File: src/rtl/keyin_pkg.sv
// Shared types, default constants and helpers for the hex key entry front end.
`default_nettype none

package keyin_pkg;

  localparam int CLK_DIV_DEFAULT    = 100000;
  localparam int STABLE_CNT_DEFAULT = 10;

  typedef enum logic [1:0] {
    S_INIT = 2'd0,
    S_IDLE = 2'd1,
    S_EMIT = 2'd2
  } keyin_state_e;

  typedef struct packed {
    logic       valid;
    logic [3:0] idx;
  } onehot_t;

  // valid is set only when exactly one bit of v is high; idx is then its position.
  function automatic onehot_t onehot_to_idx(input logic [15:0] v);
    onehot_t     r;
    int unsigned n;
    r = '0;
    n = 0;
    for (int i = 0; i < 16; i++) begin
      if (v[i]) begin
        r.idx = 4'(i);
        n++;
      end
    end
    r.valid = (n == 1);
    return r;
  endfunction

endpackage

`default_nettype wire

File: src/rtl/hex_key_encoder_if.sv
// Board-input / command-output bundle between the key encoder and its neighbours.
`default_nettype none

interface hex_key_encoder_if;
  logic [15:0] sw;
  logic        del_btn;
  logic [3:0]  hex;
  logic        add;
  logic        del;
  logic        multi;

  modport master (
    input  sw,
    input  del_btn,
    output hex,
    output add,
    output del,
    output multi
  );

  modport slave (
    output sw,
    output del_btn,
    input  hex,
    input  add,
    input  del,
    input  multi
  );
endinterface

`default_nettype wire

File: src/rtl/vec_debounce.sv
// Synchronises a raw input vector and accepts it once it has been steady for
// STABLE_CNT consecutive sample ticks. STABLE_CNT must be at least 2.
`default_nettype none

module vec_debounce #(
  parameter int W          = 17,
  parameter int CLK_DIV    = 100000,
  parameter int STABLE_CNT = 10
) (
  input  logic         clk,
  input  logic         rstn,
  input  logic [W-1:0] i_din,
  output logic [W-1:0] o_sample,
  output logic         o_accept
);

  localparam int TW = (CLK_DIV > 1) ? $clog2(CLK_DIV) : 1;
  localparam int SW = $clog2(STABLE_CNT + 1);
  localparam logic [TW-1:0] c_TICK_LAST  = TW'(CLK_DIV - 1);
  localparam logic [SW-1:0] c_STABLE_MAX = SW'(STABLE_CNT);
  localparam logic [SW-1:0] c_STABLE_PRE = SW'(STABLE_CNT - 1);

  logic [W-1:0]  r_sync1;
  logic [W-1:0]  r_sync2;
  logic [W-1:0]  r_sample;
  logic [TW-1:0] r_tick_cnt;
  logic [SW-1:0] r_stable;
  logic          w_tick;
  logic          w_match;

  assign w_tick   = (r_tick_cnt == c_TICK_LAST);
  assign w_match  = (r_sync2 == r_sample);
  // Fires on the tick that moves the counter onto STABLE_CNT, so once per steady run.
  assign o_accept = w_tick && w_match && (r_stable == c_STABLE_PRE);
  assign o_sample = r_sample;

  always_ff @(posedge clk) begin
    if (!rstn) begin
      r_sync1    <= '0;
      r_sync2    <= '0;
      r_sample   <= '0;
      r_tick_cnt <= '0;
      r_stable   <= '0;
    end else begin
      r_sync1    <= i_din;
      r_sync2    <= r_sync1;
      r_tick_cnt <= w_tick ? '0 : r_tick_cnt + 1'b1;
      if (w_tick) begin
        if (!w_match) begin
          r_sample <= r_sync2;
          r_stable <= SW'(1);
        end else if (r_stable != c_STABLE_MAX) begin
          r_stable <= r_stable + 1'b1;
        end
      end
    end
  end

endmodule

`default_nettype wire

File: src/rtl/hex_key_encoder.sv
// Turns debounced switch toggles and delete presses into single-cycle
// add / del / multi command pulses for the hex-digit entry register.
`default_nettype none

module hex_key_encoder
  import keyin_pkg::*;
#(
  parameter int CLK_DIV    = CLK_DIV_DEFAULT,
  parameter int STABLE_CNT = STABLE_CNT_DEFAULT,
  parameter int NSW        = 16
) (
  input  logic                  sys_clk,
  input  logic                  rstn,
  hex_key_encoder_if.master     bus
);

  localparam int W = NSW + 1;

  localparam logic [1:0] ST_INIT = S_INIT;
  localparam logic [1:0] ST_IDLE = S_IDLE;
  localparam logic [1:0] ST_EMIT = S_EMIT;

  logic [W-1:0] w_sample;
  logic         w_accept;
  logic [W-1:0] w_diff;
  logic         w_del_rise;
  onehot_t      w_oh;

  logic [1:0]   r_state;
  logic [W-1:0] r_committed;
  logic [3:0]   r_hex;
  logic         r_add;
  logic         r_del;
  logic         r_multi;

  vec_debounce #(
    .W          (W),
    .CLK_DIV    (CLK_DIV),
    .STABLE_CNT (STABLE_CNT)
  ) u_debounce (
    .clk      (sys_clk),
    .rstn     (rstn),
    .i_din    ({bus.del_btn, bus.sw}),
    .o_sample (w_sample),
    .o_accept (w_accept)
  );

  assign w_diff     = w_sample ^ r_committed;
  assign w_del_rise = w_diff[W-1] & w_sample[W-1];
  assign w_oh       = onehot_to_idx(w_diff[15:0]);

  always_ff @(posedge sys_clk) begin
    if (!rstn) begin
      r_state     <= ST_INIT;
      r_committed <= '0;
      r_hex       <= '0;
      r_add       <= 1'b0;
      r_del       <= 1'b0;
      r_multi     <= 1'b0;
    end else begin
      r_add   <= 1'b0;
      r_del   <= 1'b0;
      r_multi <= 1'b0;
      case (r_state)
        ST_INIT: begin
          // Power-up switch positions become the baseline without a pulse.
          if (w_accept) begin
            r_committed <= w_sample;
            r_state     <= ST_IDLE;
          end
        end
        default: begin
          r_state <= ST_IDLE;
          if (w_accept) begin
            r_committed <= w_sample;
            if (w_del_rise) begin
              r_del   <= 1'b1;
              r_state <= ST_EMIT;
            end else if (w_oh.valid) begin
              r_hex   <= w_oh.idx;
              r_add   <= 1'b1;
              r_state <= ST_EMIT;
            end else if (|w_diff[15:0]) begin
              r_multi <= 1'b1;
              r_state <= ST_EMIT;
            end
          end
        end
      endcase
    end
  end

  assign bus.hex   = r_hex;
  assign bus.add   = r_add;
  assign bus.del   = r_del;
  assign bus.multi = r_multi;

endmodule

`default_nettype wire

File: src/flat_wrapper.sv
// flat-port wrapper written by rule: the top's interface ports become plain ports
module hex_key_encoder_flat import keyin_pkg::*;
#(
  parameter int CLK_DIV    = CLK_DIV_DEFAULT,
  parameter int STABLE_CNT = STABLE_CNT_DEFAULT,
  parameter int NSW        = 16
)
  (sys_clk, rstn, bus_sw, bus_del_btn, bus_hex, bus_add, bus_del, bus_multi);
  hex_key_encoder_if bus_i ();
  input  logic sys_clk;
  input  logic rstn;
  input wire logic [$bits(bus_i.sw)-1:0] bus_sw;
  input wire logic [$bits(bus_i.del_btn)-1:0] bus_del_btn;
  output wire logic [$bits(bus_i.hex)-1:0] bus_hex;
  output wire logic [$bits(bus_i.add)-1:0] bus_add;
  output wire logic [$bits(bus_i.del)-1:0] bus_del;
  output wire logic [$bits(bus_i.multi)-1:0] bus_multi;
  assign bus_i.sw = bus_sw;
  assign bus_i.del_btn = bus_del_btn;
  assign bus_hex = bus_i.hex;
  assign bus_add = bus_i.add;
  assign bus_del = bus_i.del;
  assign bus_multi = bus_i.multi;
  hex_key_encoder #(.CLK_DIV(CLK_DIV), .STABLE_CNT(STABLE_CNT), .NSW(NSW)) u_core (.sys_clk(sys_clk), .rstn(rstn), .bus(bus_i));
endmodule
File: config.mk
export PLATFORM = sky130hd
export DESIGN_NAME = hex_key_encoder_flat
export DESIGN_NICKNAME = d
export VERILOG_FILES = /design/src/rtl/keyin_pkg.sv /design/src/rtl/hex_key_encoder_if.sv /design/src/rtl/vec_debounce.sv /design/src/rtl/hex_key_encoder.sv /design/src/flat_wrapper.sv
export SDC_FILE = /design/constraint.sdc
export NUM_CORES = 1
export LEC_CHECK = 0
export ABC_AREA = 1
export ABC_CLOCK_PERIOD_IN_PS = 28800
export CORE_ASPECT_RATIO = 1.4
export CORE_UTILIZATION = 30
export DETAILED_ROUTE_END_ITERATION = 16
export PLACE_DENSITY_LB_ADDON = 0.05
export SYNTH_ARGS = -nofsm -noshare
export SYNTH_HDL_FRONTEND = slang
export SYNTH_SLANG_ARGS = --single-unit
File: constraint.sdc
create_clock -name sys_clk -period 28.8 [get_ports sys_clk]
set_input_delay 5.76 -clock sys_clk [delete_from_list [all_inputs] [get_ports sys_clk]]
set_output_delay 5.76 -clock sys_clk [all_outputs]
set_load 0.05 [all_outputs]
==> flow_metrics.py, run 1 <==
metrics = {
    "floorplan": {
        "die_w_um": 122,
        "initial_utilization_pct": 30.6,
        "row_count": 61,
        "die_y_um": 170,
        "core_region_area_mm2": 0.0198,
        "dieArea_mm2": 0.0208,
        "ios": 26,
    },
    "sta": {
        "period_minus_slack_ps": 9940,
        "hold_viol_final": 0,
        "slew_headroom_pct": 48.6,
        "tightest_slew_ps": 771,
        "fin_crit_sh_pct": 34.5,
        "setup_tns_ps": 0,
        "finalSetupViolations": 0,
        "whs_ps": 411,
        "rsz0062_at_grt": "false",
        "final.setup_skew_ps": 13.5,
        "final_max_slew_viol_count": 0,
        "clock.fmax_mhz": 101,
    },
    "setup_path": {
        "worstRegToRegCells": 59,
        "cp-start-kind": "flop",
        "rr_endpoint": "u_core.bus.hex[3]",
        "crit_fanout": 6,
        "slowest_stage": "dfxtp_1",
        "critical_path_class": "reg -> reg",
        "critPathMaxStageDelay_ps": 370,
        "crit_required_ps": 29040,
        "crit_path_end_kind": "flop",
        "path_common_cell": "nand2_1",
        "crit_family": "simple AND/OR/NAND/NOR gates",
        "critical_path_arrival_ps": 10190,
        "ff2ff_setup_slack_ps": 18860,
        "critical_path_buf_inv_count": 9,
        "timing.rr.start": "u_core.r_committed[1]",
    },
    "min_path": {
        "hold_depth": 2,
        "hold_path_end": "u_core.u_debounce.r_sync2[2]",
        "hold_class": "reg -> reg",
        "hp-start": "u_core.u_debounce.r_sync1[2]",
    },
    "finish": {
        "nNetsFinal": 992,
        "antenna_cells": 0,
        "drive_above_1_share_pct": 13.3,
        "design_area_mm2": 0.00687,
        "synthToLayoutAreaGrowth_pct": 13.3,
        "final-instance-count-excl-fill": 1212,
    },
    "cts": {
        "ctsRootBufferMaster": "clkbuf_16",
        "cts_tree": "done",
        "cts_buffer_depth": 2,
        "cts_hold_buffers": 0,
        "clk_pin_slew_worst_paths_ps": 70,
        "clk_latency_ps": 340,
        "post_cts_resized": 0,
        "htree_levels": 3,
        "numCtsBuffers": 9,
        "cts_setup_buffers": 0,
        "clock-sinks": 98,
    },
    "synth": {
        "synth_nets": 967,
        "synth_top_area_share_pct": 32.3,
        "ys_seq_area_share_pct": 32.3,
        "ys_ff_latch": 98,
        "synth.avg_cell_area_um2": 6.51,
        "ys.warnings.count": 0,
        "synthTopCellsByArea": "dfxtp_1 (32%), nand2_1 (14%), inv_1 (10%)",
        "synth_top_area_cell": "dfxtp_1",
        "ys_types": 36,
        "synth_area_mm2": 0.00606,
        "synth_cells": 931,
    },
    "detailed_routing": {
        "wl_um": 13500,
        "drcViolationCount": 0,
        "drt_iter0_markers": 268,
        "viasPerCell": 4.35,
        "first_pass_iters": 4,
        "ant_nets": 0,
        "detail_route.wl_per_cell_um": 11.1,
        "vias": 5272,
    },
    "placement": {
        "io_buffers": 25,
        "dpl.cell_count": 1197,
        "place_hpwl_um": 10600,
        "placed_cell_area_mm2": 0.00661,
        "routabilityCongestion": 0.779,
    },
    "pwr": {
        "vdd.ir_drop.worst_mv": 0.0296,
        "cellPowerDensity_mw_per_mm2": 37.5,
        "cellInternalPower_uw": 201,
        "pwr-share-seq_pct": 54.0,
        "power_switching_uw": 57.1,
        "total_power_uw": 258,
        "p_comb_share_pct": 3.6,
        "leakagePower_nw": 3.41,
        "swShare_pct": 22.2,
        "p_clk_share_pct": 42.4,
    },
    "global_routing": {
        "grt_overflow": 0,
        "met1_usage_pct": 15.9,
        "gr-usage-met2_pct": 26.7,
        "grt_antenna_before_repair": 0,
        "use_met3_pct": 1.71,
        "busiest_layer": "met2",
        "grt_pass1_wl_um": 23200,
        "grt_pass1_vias": 5141,
        "grt_max_degree": 79,
        "track_usage_pct": 13.9,
    },
    "run": {
        "maxCapViolCount": 0,
    },
    "run_status": {
        "outcome": "finished clean",
    },
}
-- layout by cell type (no fill, tap or decap), types with 17 or more instances in the layout --
master,Yosys,final
nand2_1,219,219
inv_1,166,166
dfxtp_1,98,98
nor2_1,76,76
a21oi_1,52,52
nand3_1,48,48
o21ai_0,48,48
nand2_2,38,38
or2_2,24,24
clkdlybuf4s50_1,0,24
nand3_2,23,23
nand4_1,21,21
ha_1,17,17
-- cell usage after synthesis, drive strengths merged --
cell,instances
a21oi,52
nand3b,4
nor3,16
nand4,22
o31ai,1
a21boi,1
o22a,1
o21a,1
dfxtp,98
nor2,85
nand3,71
nor3b,5
or2,25
nand2,260
o21ai,50
and2,1
nor4b,2
xor2,15
inv,174
a31oi,2
nor4,4
ha,17
xnor2,7
or4,1
clkinv,1
clkbuf,15
-- worst register-to-register path: cells and delay by family, from the launching register on --
family          cells  cell delay, ps
compound gates      4             710
fa+ha+maj          13            3480
buf+inv             9             500
flops               1             370
simple gates       33            4780
-- how the worst max path moves through the flow --
| stage | from | endpoint | slack [ps] | cells after the start |
|---|---|---|---|---|
| 5_1_grt | u_core.r_committed[1] | u_core.bus.hex[0] | 18000 | 59 |
| 4_1_cts | u_core.u_debounce.o_sample[2] | u_core.bus.hex[0] | 18770 | 55 |
| 3_5_place_dp | u_core.r_committed[1] | u_core.bus.hex[0] | 18790 | 59 |
| 2_1_floorplan | u_core.u_debounce.o_sample[0] | u_core.bus.hex[0] | 19540 | 59 |
| 6_report | u_core.r_committed[1] | u_core.bus.hex[3] | 18860 | 59 |
| 3_3_place_gp | u_core.u_debounce.o_sample[1] | u_core.bus.hex[3] | 18980 | 59 |
-- sequential cells by signal, summed over array words and instances (netlist names) --
name and count:
u_core.bus.hex 4, u_core.bus.del 1, u_core.bus.add 1, u_core.u_debounce.r_tick_cnt 17, u_core.u_debounce.r_sync1 17, u_core.u_debounce.r_stable 4
u_core.u_debounce.r_sync2 17, u_core.r_committed 17, u_core.r_state 2, u_core.bus.multi 1, u_core.u_debounce.o_sample 17
-- power groups by stage --
stage               clock network, mW  registers [mW]  logic, mW
floorplan                           0           0.142    0.00543
global placement                    0           0.142    0.00955
detailed placement                  0           0.142    0.00955
CTS                             0.114           0.139    0.00958
global route                    0.120           0.139     0.0107
finish                          0.109           0.139    0.00926
-- metal layers --
layer / vias up / routed length, um
li1: 2958 / -
met1: 2274 / 6090
met2: 33 / 7120
met3: 7 / 141
met4: 0 / 142
met5: - / 0
-- cells by family after synthesis --
| group | count (synthesis) | synth area share (%) |
|---|---|---|
| simple gates | 496 | 40.1 |
| buf+inv | 190 | 11.8 |
| compound gates | 108 | 9.14 |
| flops | 98 | 32.3 |
| xor+xnor | 22 | 3.18 |
| fa+ha+maj | 17 | 3.51 |
-- final cells by class --
| cell class | instances | area (um2) |
|---|---|---|
| Multi-Input combinational cell | 643 | 3400 |
| Clock buffer | 9 | 225 |
| Sequential cell | 98 | 1960 |
| Timing Repair Buffer | 29 | 275 |
| Inverter | 175 | 657 |
| Clock inverter | 6 | 43.8 |
| Fill cell | 2230 | 13000 |
| Tap cell | 252 | 315 |
-- metrics by stage --
stage | utilization (%) | setup WS, ps
global route | 34.6 | 18000
finish | 34.6 | 18860
floorplan | - | 19540
CTS | 34.6 | 18770
global placement | 33.3 | 18980
detailed placement | 33.3 | 18790
Note: power is estimated with default switching activity, not from simulation.
==> inputs of run 2 (changes only) <==
--- a/config.mk
+++ b/config.mk
@@ -6,7 +6,7 @@
 export NUM_CORES = 1
 export LEC_CHECK = 0
 export ABC_AREA = 1
-export ABC_CLOCK_PERIOD_IN_PS = 28800
+export ABC_CLOCK_PERIOD_IN_PS = 8440
 export CORE_ASPECT_RATIO = 1.4
 export CORE_UTILIZATION = 30
 export DETAILED_ROUTE_END_ITERATION = 16
==> constraint.sdc (replaced) <==
create_clock -name sys_clk -period 8.44 [get_ports sys_clk]
set_input_delay 1.688 -clock sys_clk [delete_from_list [all_inputs] [get_ports sys_clk]]
set_output_delay 1.688 -clock sys_clk [all_outputs]
set_load 0.05 [all_outputs]
==> flow_metrics.py, run 2 (synthesis results as in run 1) <==
metrics = {
    "pwr": {
        "leakagePower_nw": 3.73,
        "p_clk_share_pct": 47.4,
        "vdd.ir_drop.worst_mv": 0.0987,
        "cellPowerDensity_mw_per_mm2": 124,
        "pwr-share-seq_pct": 49.4,
        "swShare_pct": 20.6,
        "power_switching_uw": 198,
        "p_comb_share_pct": 3.3,
        "cellInternalPower_uw": 763,
    },
    "setup_path": {
        "slowest_stage": "dfxtp_2",
        "critPathMaxStageDelay_ps": 360,
        "cp-start-kind": "flop",
        "crit_required_ps": 8720,
        "critical_path_class": "reg -> reg",
        "crit_fanout": 5,
        "worstRegToRegCells": 60,
        "critical_path_arrival_ps": 8460,
        "crit_path_end_kind": "flop",
        "path_common_cell": "nand2_2",
    },
    "sta": {
        "final_max_slew_viol_count": 0,
        "final.setup_skew_ps": 10.7,
        "finalSetupViolations": 0,
        "hold_viol_final": 0,
        "period_minus_slack_ps": 8180,
        "rsz0062_at_grt": "true",
        "whs_ps": 408,
        "timing.final.ws_setup_ps": 263,
        "clock.fmax_mhz": 122,
        "slew_headroom_pct": 31.2,
        "setup_tns_ps": 0,
        "fin_crit_sh_pct": 96.9,
        "tightest_slew_ps": 1030,
    },
    "cts": {
        "ctsRootBufferMaster": "clkbuf_16",
        "cts_buffer_depth": 2,
        "cts_hold_buffers": 0,
        "clk_pin_slew_worst_paths_ps": 70,
        "htree_levels": 3,
        "numCtsBuffers": 9,
        "cts_tree": "done",
        "clk_latency_ps": 340,
        "clock-sinks": 98,
    },
    "floorplan": {
        "dieArea_mm2": 0.0208,
        "die_y_um": 170,
        "initial_utilization_pct": 30.6,
        "core_region_area_mm2": 0.0198,
        "row_count": 61,
        "ios": 26,
        "die_w_um": 122,
    },
    "placement": {
        "place_hpwl_um": 11000,
        "routabilityCongestion": 0.743,
        "io_buffers": 25,
        "place_ws_ps": -408,
    },
    "global_routing": {
        "track_usage_pct": 14.6,
        "grt_overflow": 0,
        "grt_pass1_vias": 5303,
        "grt_pass1_wl_um": 24300,
        "grt_max_degree": 79,
        "grt_antenna_before_repair": 0,
    },
    "finish": {
        "synthToLayoutAreaGrowth_pct": 27.6,
        "layout_common_cells": "nand2_1 (193), inv_1 (157), dfxtp_1 (93)",
        "final_common_cell": "nand2_1",
        "antenna_cells": 0,
        "nFillCells": 2167,
        "drive_above_1_share_pct": 24.3,
        "nNetsFinal": 1051,
        "fin_util_pct": 39.0,
    },
    "detailed_routing": {
        "ant_nets": 0,
        "detail_route.wl_per_cell_um": 11.3,
        "first_pass_iters": 4,
        "drcViolationCount": 0,
        "drt_iter0_markers": 248,
        "vias": 5535,
        "viasPerCell": 4.35,
        "wl_um": 14400,
    },
    "run_status": {
        "outcome": "finished clean",
    },
    "min_path": {
        "hold_depth": 2,
        "hold_class": "reg -> reg",
    },
    "run": {
        "maxCapViolCount": 0,
    },
}
run 2: cell count changes in the layout (fill, tap and decap cells not counted), moves of 5 or more:
cell and delta:
nand2_2 +18, buf_4 +57, dfxtp_1 -5, inv_1 -9, inv_2 +5, ha_1 -10, or2_2 -8, nand2_4 +8
or2_4 +8, nand2_1 -26, ha_4 +9
run 2: cell type report:
| class | instances | area (um2) | share of cell area, % |
|---|---|---|---|
| clock buffers | 11 | 253 | 3.27 |
| clock inverters | 5 | 85.1 | 1.10 |
| inverters | 175 | 667 | 8.62 |
| multi-input cells | 643 | 3720 | 48.1 |
| flip-flops and latches | 98 | 1970 | 25.5 |
| well taps | 252 | 315 | 4.08 |
| repair buffers | 88 | 726 | 9.38 |
run 2: power groups by stage:
stage,sequential [mW],clock [mW],combinational (mW)
2_1_floorplan,0.485,0,0.0185
3_3_place_gp,0.486,0,0.0326
3_5_place_dp,0.486,0,0.0323
4_1_cts,0.475,0.472,0.0324
5_1_grt,0.475,0.490,0.0365
6_report,0.474,0.455,0.0313
run 2: final timing paths:
kind | startpoint | to | slack, ps
max | u_core.u_debounce.o_sample[0] | u_core.bus.hex[3] | 260
max reg2reg | u_core.u_debounce.o_sample[0] | u_core.bus.hex[3] | 260
min | u_core.u_debounce.r_sync1[14] | u_core.u_debounce.r_sync2[14] | 410
min reg2reg | u_core.u_debounce.r_sync1[14] | u_core.u_debounce.r_sync2[14] | 410
run 2: critical path: cells and delay by family, from the launching register on:
family	cells	cell delay (ps)
compound gates	5	520
fa+ha+maj	13	3020
buf+inv	11	540
flops	1	360
simple gates	31	3670
run 2: timing repair:
| item | CTS | global route |
|---|---|---|
| pin swaps | 41 | 43 |
| buffers inserted | 21 | 6 |
| endpoints found under the setup margin | 6 | 6 |
| resized for setup | 39 | 27 |
run 2: metrics by stage:
step / instance area (um2) / power [mW] / instances
after global placement: 6930 / 0.518 / 1231
after global routing: 7740 / 1.00 / 1272
final: 7740 / 0.961 / 1272
after CTS: 7610 / 0.979 / 1268
after detailed placement: 6930 / 0.518 / 1231
after floorplan: 6130 / 0.503 / 931
run 2: metal layers:
metal,vias to the layer above,wire [um],track usage (%)
li1,3075,-,-
met1,2419,6390,17.1
met2,33,7670,27.6
met3,8,187,1.61
met4,0,159,4.14
met5,-,0,0
